==> src/rtl/ibr128_pkg.sv <==
// -----------------------------------------------------------------------------
// ibr128_pkg
// Shared types for the IBR128 block sequencer: FSM state encoding, the
// mode-of-operation encoding understood by the cipher core, the 128-bit block
// type and a helper that selects the next chaining value.
// -----------------------------------------------------------------------------
package ibr128_pkg;

    // One cipher block.
    typedef logic [127:0] blk128_t;

    // Sequencer states. IDLE must stay at zero so a cleared register means IDLE.
    typedef enum logic [2:0] {
        IDLE  = 3'd0,
        LOAD  = 3'd1,
        RUN   = 3'd2,
        DRAIN = 3'd3,
        OUT   = 3'd4
    } seq_state_e;

    // Mode of operation. Codes 2'b10 and 2'b11 are reserved and behave as ECB.
    typedef enum logic [1:0] {
        SOM_ECB = 2'b00,
        SOM_CBC = 2'b01
    } som_e;

    // True only for CBC; every other code (including reserved ones) is ECB.
    function automatic logic som_is_cbc(input logic [1:0] som);
        return (som == SOM_CBC);
    endfunction

    // Chaining value to use for the next block once the current one is
    // accepted downstream. In CBC encrypt the result chains forward; in CBC
    // decrypt the consumed ciphertext chains forward; ECB keeps the old value.
    function automatic blk128_t chain_next(
        input logic [1:0] som,
        input logic       encrypt,
        input blk128_t    result,
        input blk128_t    consumed,
        input blk128_t    current
    );
        blk128_t nxt;
        if (!som_is_cbc(som)) begin
            nxt = current;
        end else if (encrypt) begin
            nxt = result;
        end else begin
            nxt = consumed;
        end
        return nxt;
    endfunction

endpackage

==> src/rtl/ibr128_block_seq.sv <==
// -----------------------------------------------------------------------------
// ibr128_block_seq
// Sequencer in front of the IBR128 cipher core. Takes 128-bit blocks from a
// valid/ready input stream, presents each block plus the current chaining
// value to the core, pulses the core enable, waits for cipherReady and hands
// the result out on a valid/ready output stream. The chaining register is
// maintained here so software programs the IV once per session.
//
// Optional build macro:
//   IBR128_SEQ_TIMEOUT_EN  - adds a watchdog over RUN/DRAIN. After
//                            TIMEOUT_CYCLES waiting cycles the block is
//                            dropped, err is set and the FSM returns to IDLE.
//                            Without it the sequencer waits forever and err=0.
//
// Parameters:
//   TIMEOUT_CYCLES - watchdog limit in cycles (watchdog build only, >= 1)
//   CNT_W          - width of the saturating session block counter
//
// Ports:
//   Clk, Rst                     clock, synchronous active-high reset
//   cfg_start                    pulse in IDLE: latch cfg_*, clear counter,
//                                load chain register from cfg_iv, clear err
//   cfg_encrypt, cfg_som, cfg_iv session configuration
//   in_valid/in_ready/in_data    input block stream
//   out_valid/out_ready/out_data result stream
//   core_*                       cipher core interface
//   blk_count                    blocks completed since cfg_start (saturating)
//   busy                         FSM not in IDLE
//   err                          sticky watchdog timeout flag
// -----------------------------------------------------------------------------
module ibr128_block_seq
    import ibr128_pkg::*;
#(
    parameter int TIMEOUT_CYCLES = 1024,
    parameter int CNT_W          = 16
) (
    input  logic             Clk,
    input  logic             Rst,
    input  logic             cfg_start,
    input  logic             cfg_encrypt,
    input  logic [1:0]       cfg_som,
    input  logic [127:0]     cfg_iv,
    input  logic             in_valid,
    output logic             in_ready,
    input  logic [127:0]     in_data,
    output logic             out_valid,
    input  logic             out_ready,
    output logic [127:0]     out_data,
    output logic             core_enable,
    output logic             core_encrypt,
    output logic [1:0]       core_som,
    output logic [127:0]     core_text,
    output logic [127:0]     core_iv,
    input  logic [127:0]     core_text_out,
    input  logic             core_ready,
    output logic [CNT_W-1:0] blk_count,
    output logic             busy,
    output logic             err
);

    // Reject nonsensical parameterisations at elaboration time.
    if ((TIMEOUT_CYCLES < 1) || (CNT_W < 1)) begin : g_param_check
        $error("ibr128_block_seq: TIMEOUT_CYCLES and CNT_W must be >= 1");
    end

    localparam logic [CNT_W-1:0] CNT_MAX = {CNT_W{1'b1}};

    seq_state_e       state_q, state_d;
    blk128_t          text_q, text_d;
    blk128_t          result_q, result_d;
    blk128_t          chain_q, chain_d;
    logic             encrypt_q, encrypt_d;
    logic [1:0]       som_q, som_d;
    logic [CNT_W-1:0] cnt_q, cnt_d;
    logic             core_enable_q, core_enable_d;
    logic             out_valid_q, out_valid_d;
    logic             busy_q, busy_d;
    logic             wdog_expired_s;
    logic             cfg_load_s;

    // A configuration pulse only takes effect while idle.
    assign cfg_load_s = (state_q == IDLE) & cfg_start;

`ifdef IBR128_SEQ_TIMEOUT_EN
    localparam int WDOG_W = $clog2(TIMEOUT_CYCLES + 1);
    localparam logic [WDOG_W-1:0] WDOG_LAST = WDOG_W'(TIMEOUT_CYCLES - 1);

    logic [WDOG_W-1:0] wdog_q, wdog_d;
    logic              waiting_s;
    logic              err_q, err_d;

    // Cycles where the FSM is blocked on the core: RUN before cipherReady
    // rises, DRAIN before it falls.
    assign waiting_s = ((state_q == RUN)   & ~core_ready) |
                       ((state_q == DRAIN) &  core_ready);
    assign wdog_expired_s = waiting_s & (wdog_q == WDOG_LAST);

    // Watchdog counts every cycle spent in RUN or DRAIN, restarts elsewhere.
    always_comb begin
        wdog_d = wdog_q;
        if ((state_q == RUN) || (state_q == DRAIN)) begin
            wdog_d = wdog_q + WDOG_W'(1);
        end else begin
            wdog_d = '0;
        end
    end

    // Sticky error: set on expiry, cleared only by an accepted cfg_start.
    always_comb begin
        err_d = err_q;
        if (cfg_load_s) begin
            err_d = 1'b0;
        end else if (wdog_expired_s) begin
            err_d = 1'b1;
        end else begin
            err_d = err_q;
        end
    end

    // Watchdog and error flag registers.
    always_ff @(posedge Clk) begin
        if (Rst) begin
            wdog_q <= '0;
            err_q  <= 1'b0;
        end else begin
            wdog_q <= wdog_d;
            err_q  <= err_d;
        end
    end

    assign err = err_q;
`else
    assign wdog_expired_s = 1'b0;
    assign err            = 1'b0;
`endif

    // Next-state, datapath and registered-output decode.
    always_comb begin
        state_d   = state_q;
        text_d    = text_q;
        result_d  = result_q;
        chain_d   = chain_q;
        encrypt_d = encrypt_q;
        som_d     = som_q;
        cnt_d     = cnt_q;

        case (state_q)
            IDLE: begin
                // cfg_start has priority over an input block in the same cycle.
                if (cfg_start) begin
                    encrypt_d = cfg_encrypt;
                    som_d     = cfg_som;
                    chain_d   = cfg_iv;
                    cnt_d     = '0;
                    state_d   = IDLE;
                end else if (in_valid) begin
                    text_d  = in_data;
                    state_d = LOAD;
                end else begin
                    state_d = IDLE;
                end
            end
            LOAD: begin
                // One setup cycle so text/IV are stable before Enable rises.
                state_d = RUN;
            end
            RUN: begin
                if (core_ready) begin
                    result_d = core_text_out;
                    state_d  = DRAIN;
                end else if (wdog_expired_s) begin
                    state_d = IDLE;
                end else begin
                    state_d = RUN;
                end
            end
            DRAIN: begin
                // Wait for cipherReady to drop so the next block sees a fresh
                // rising edge rather than the stale level from this one.
                if (!core_ready) begin
                    state_d = OUT;
                end else if (wdog_expired_s) begin
                    state_d = IDLE;
                end else begin
                    state_d = DRAIN;
                end
            end
            OUT: begin
                if (out_ready) begin
                    cnt_d   = (cnt_q == CNT_MAX) ? cnt_q : (cnt_q + CNT_W'(1));
                    chain_d = chain_next(som_q, encrypt_q, result_q, text_q, chain_q);
                    state_d = IDLE;
                end else begin
                    state_d = OUT;
                end
            end
            default: begin
                state_d = IDLE;
            end
        endcase

        // Outputs follow the state being entered so they are glitch-free flops.
        core_enable_d = (state_d == RUN);
        out_valid_d   = (state_d == OUT);
        busy_d        = (state_d != IDLE);
    end

    // State, datapath and output registers.
    always_ff @(posedge Clk) begin
        if (Rst) begin
            state_q       <= IDLE;
            text_q        <= '0;
            result_q      <= '0;
            chain_q       <= '0;
            encrypt_q     <= 1'b0;
            som_q         <= 2'b00;
            cnt_q         <= '0;
            core_enable_q <= 1'b0;
            out_valid_q   <= 1'b0;
            busy_q        <= 1'b0;
        end else begin
            state_q       <= state_d;
            text_q        <= text_d;
            result_q      <= result_d;
            chain_q       <= chain_d;
            encrypt_q     <= encrypt_d;
            som_q         <= som_d;
            cnt_q         <= cnt_d;
            core_enable_q <= core_enable_d;
            out_valid_q   <= out_valid_d;
            busy_q        <= busy_d;
        end
    end

    // in_ready must drop in the same cycle as cfg_start, so it is the only
    // output decoded from live inputs; it is also held low during reset.
    assign in_ready = ~busy_q & ~cfg_start & ~Rst;

    assign out_valid    = out_valid_q;
    assign out_data     = result_q;
    assign core_enable  = core_enable_q;
    assign core_encrypt = encrypt_q;
    assign core_som     = som_q;
    assign core_text    = text_q;
    // ECB and reserved modes present an all-zero IV to the core.
    assign core_iv      = som_is_cbc(som_q) ? chain_q : '0;
    assign blk_count    = cnt_q;
    assign busy         = busy_q;

endmodule

==> config.mk <==
export PLATFORM = sky130hd
export DESIGN_NAME = ibr128_block_seq
export DESIGN_NICKNAME = d
export VERILOG_FILES = /design/src/rtl/ibr128_pkg.sv /design/src/rtl/ibr128_block_seq.sv
export SDC_FILE = /design/constraint.sdc
export NUM_CORES = 1
export LEC_CHECK = 0
export BUFFER_PORTS_ARGS = -buffer_cell sky130_fd_sc_hd__buf_4
export CAP_MARGIN = 20
export CORE_AREA = 2 2 314 316
export DETAILED_ROUTE_END_ITERATION = 7
export DIE_AREA = 0 0 316 318
export GPL_ROUTABILITY_DRIVEN = 1
export PLACE_DENSITY_LB_ADDON = 0.15
export SETUP_SLACK_MARGIN = 0.05
export SLEW_MARGIN = 0
export SYNTH_ARGS = -nofsm -noshare
export SYNTH_HDL_FRONTEND = slang
export SYNTH_SLANG_ARGS = --single-unit
==> constraint.sdc <==
create_clock -name Clk -period 2.4 [get_ports Clk]
set_input_delay 0.12 -clock Clk [delete_from_list [all_inputs] [get_ports Clk]]
set_output_delay 0.12 -clock Clk [all_outputs]
set_load 0.01 [all_outputs]
==> results.cfg <==
[run_status]
status = finished with violations
violations = hold timing

[power_and_ir_drop]
p_per_area_nw_per_um2 = 595
p_int_mw = 13.5
peakVddDrop_mv = 0.500
switching_share_pct = 27.0
leakage_nw = 12.4
seqPwrFrac_pct = 39.8
power_frac_clock_pct = 43.4
switchingPower_mw = 5.00
combPwrFrac_pct = 16.8

[sta]
fin_crit_sh_pct = 91.3
rsz0062_at_grt = no
worst_hold_slack_ns = -0.0114
maxSlewViolCount = 0
setup_viol = 0
finClkSkew_ns = 0.0201
setup_tns_ns = 0
fin_crit_ns = 2.19
worst_pin_slew_ns = 0.960
final_hold_viol_count = 1
fmax_mhz = 456
slew_headroom_pct = 36.0

[floorplan]
die_h_um = 318
row_count = 115
coreArea_um2 = 97400
ioPinCount = 801
initial_core_util_pct = 18.1
die_width_um = 316
die-area_um2 = 100000

[setup_path]
path_buf_inv = 2
crit_path_end_kind = flip-flop
arrival_ns = 2.76
slowest_delay_ns = 0.57
cp_top_family = simple AND/OR/NAND/NOR gates
crit_chain = nor2_1 -> and3_4 -> buf_12 -> nand2_1 -> a21oi_1 -> dlygate4sd3_1
cp.required_ns = 2.97
worstSetupPathType = flip-flop to flip-flop
crit_fanout = 17
start_kind = flip-flop
ff2ff_setup_slack_ns = 0.21
cpMaxStageDelayCell = dlygate4sd3_1

[finish]
area_growth_pct = 76.4
final_cell_area_um2 = 31100
fin_cells = 4721
layout.nets = 3789
layout-drive-gt1-share_pct = 28.1

[grt]
grt_max_degree = 106
grt_pass1_vias = 20313
antenna_found_initial = 3
grt_pass1_wl_um = 134000
track_usage_pct = 17.5
grt_overflow = 0

[synthesis]
synth_compound_area_share_pct = 17.9
yosys.area.top_type = dfxtp_1
syn_area_per_cell_um2 = 7.76
netlist_area_um2 = 17600
synthXorXnorAreaFrac_pct = 0
ys.flop_type = dfxtp_1
synth_top_area_share_pct = 46.5
ys_types = 41
synth_nets = 2664
synth_edf_count = 0
yosys.area_share.simple_pct = 23.4
synth.area.mux_share_pct = 7.50
ys_top_cells_by_area = dfxtp_1, nand2_1, a21oi_1
yosysWarnings = 0
ys_top_cells_by_count = nand2_1, dfxtp_1, a21oi_1
synth_most_common_cell = nand2_1
synthAdderAreaFrac_pct = 0.0710
ys_seq_area_share_pct = 46.5
synth-seq-cells = 409
syn_inst = 2270
synth_top_family_by_area = simple AND/OR/NAND/NOR gates
async_flop_share_pct = 0

[detailed_routing]
dr.pass1.iters = 5
drt_iter0_drc = 929
num_vias = 20014
routed_wl_um = 91400
wire_per_inst_um = 19.4
via_per_inst = 4.24
ant_nets = 0
drc = 0

[clocking]
cts_made_buffers = 52
htree_levels = 2
clock-sinks = 409
clock_latency_ns = 0.63
cts_tree = done
cts-root-buf = clkbuf_16
path_clk_slew_ns = 0.06
clock_path_buffers = 3

[placed_design]
dpl.cell_count = 4235
dp_hpwl_um = 66200
place_congestion = 0.839
portBuffers = 799
placed_cell_area_um2 = 25400

[run]
drv_cap = 0

[hold_path]
hold_class = primary input to flip-flop
==> final cells by class <==
| cell class | instances | area, um2 |
|---|---|---|
| diodes | 2 | 5.00 |
| clock buffers | 79 | 1510 |
| clock inverters | 12 | 174 |
| fillers | 10514 | 66300 |
| inverters | 4 | 15.0 |
| multi-input cells | 1663 | 8670 |
| flip-flops and latches | 409 | 8190 |
| well taps | 1287 | 1610 |
| repair buffers | 1265 | 10900 |
==> flip-flops by register name, summed over array words and instances (netlist names) <==
| register | cells |
|---|---|
| blk_count | 16 |
| busy | 1 |
| chain_q | 128 |
| core_enable | 1 |
| core_encrypt | 1 |
| core_som | 2 |
| core_text | 128 |
| out_data | 128 |
| out_valid | 1 |
| state_q | 3 |
==> layer usage <==
layer,global-route usage (%),up-vias,part of all wire (%)
met1,21.3,9464,42
li1,-,9872,-
met4,5.71,4,3.1
met2,30.3,537,49
met5,0,-,0.020
met3,3.76,137,5.5
==> power by group through the flow <==
stage | Combinational (mW) | Sequential [mW] | Clock [mW]
final | 3.10 | 7.35 | 8.03
after global routing | 3.34 | 7.40 | 8.53
after CTS | 3.14 | 7.36 | 8.31
after detailed placement | 2.58 | 7.50 | 0
after global placement | 2.58 | 7.50 | 0
after floorplan | 1.04 | 7.51 | 0
==> worst min-delay path, cell delays in order <==
cell	delay [ns]
buf_4	0.11
nand2_1	0.21
a21oi_1	0.11
==> final timing paths <==
| check | start | end | cells past startpoint |
|---|---|---|---|
| max | state_q[2]$_SDFF_PP0_ | core_text[72]$_SDFFE_PP0P_ | 6 |
| max reg2reg | state_q[2]$_SDFF_PP0_ | core_text[72]$_SDFFE_PP0P_ | 6 |
| min reg2reg | chain_q[127]$_SDFFE_PP0P_ | chain_q[127]$_SDFFE_PP0P_ | 2 |
| min | in_data[62] | core_text[62]$_SDFFE_PP0P_ | 3 |
==> cell families after synthesis <==
family | count (synthesis)
flops | 409
other cells | 1
buf+inv | 198
simple gates | 973
compound gates | 556
mux | 132
fa+ha+maj | 1
==> layout by cell type (no fill, tap or decap), types with 2 or more instances in the layout <==
cell / count
diode_2: 2
o21ai_0: 7
clkbuf_16: 53
inv_1: 3
o211ai_1: 128
buf_4: 840
and2_1: 129
buf_12: 32
a21oi_1: 403
nand3_1: 8
mux2i_1: 132
inv_6: 2
or3_1: 4
nor3_1: 4
clkinv_2: 4
nor2_1: 16
o21ai_4: 2
nand2_1: 777
nand2b_1: 6
or4_1: 10
dlygate4sd3_1: 392
o21ai_1: 6
a31oi_1: 2
nand4_1: 4
clkbuf_1: 17
dfxtp_1: 408
clkbuf_8: 9
bufinv_16: 4
nor2_4: 2
o21a_1: 2
==> per-stage QoR <==
| stage | setup WS (ns) | total power [mW] | hold slack (ns) | utilization (%) |
|---|---|---|---|---|
| final | 0.209 | 18.5 | -0.0114 | 31.9 |
| after global routing | 0.117 | 19.3 | 0.0469 | 31.9 |
| after CTS | 0.168 | 18.8 | 0.000821 | 31.9 |
| after detailed placement | 0.290 | 10.1 | 0.363 | 26.1 |
| after global placement | 0.307 | 10.1 | 0.362 | 26.1 |
| after floorplan | 0.503 | 8.55 | 0.256 | - |
==> timing repair <==
action | in CTS | in global routing
hold buffers | 392 | 0
endpoints found under the setup margin | 2 | 1
buffers inserted | 1 | 0
resized for setup | 0 | 1
hold endpoints to repair | 394 | 0
Power figures use the tool's default switching activity.
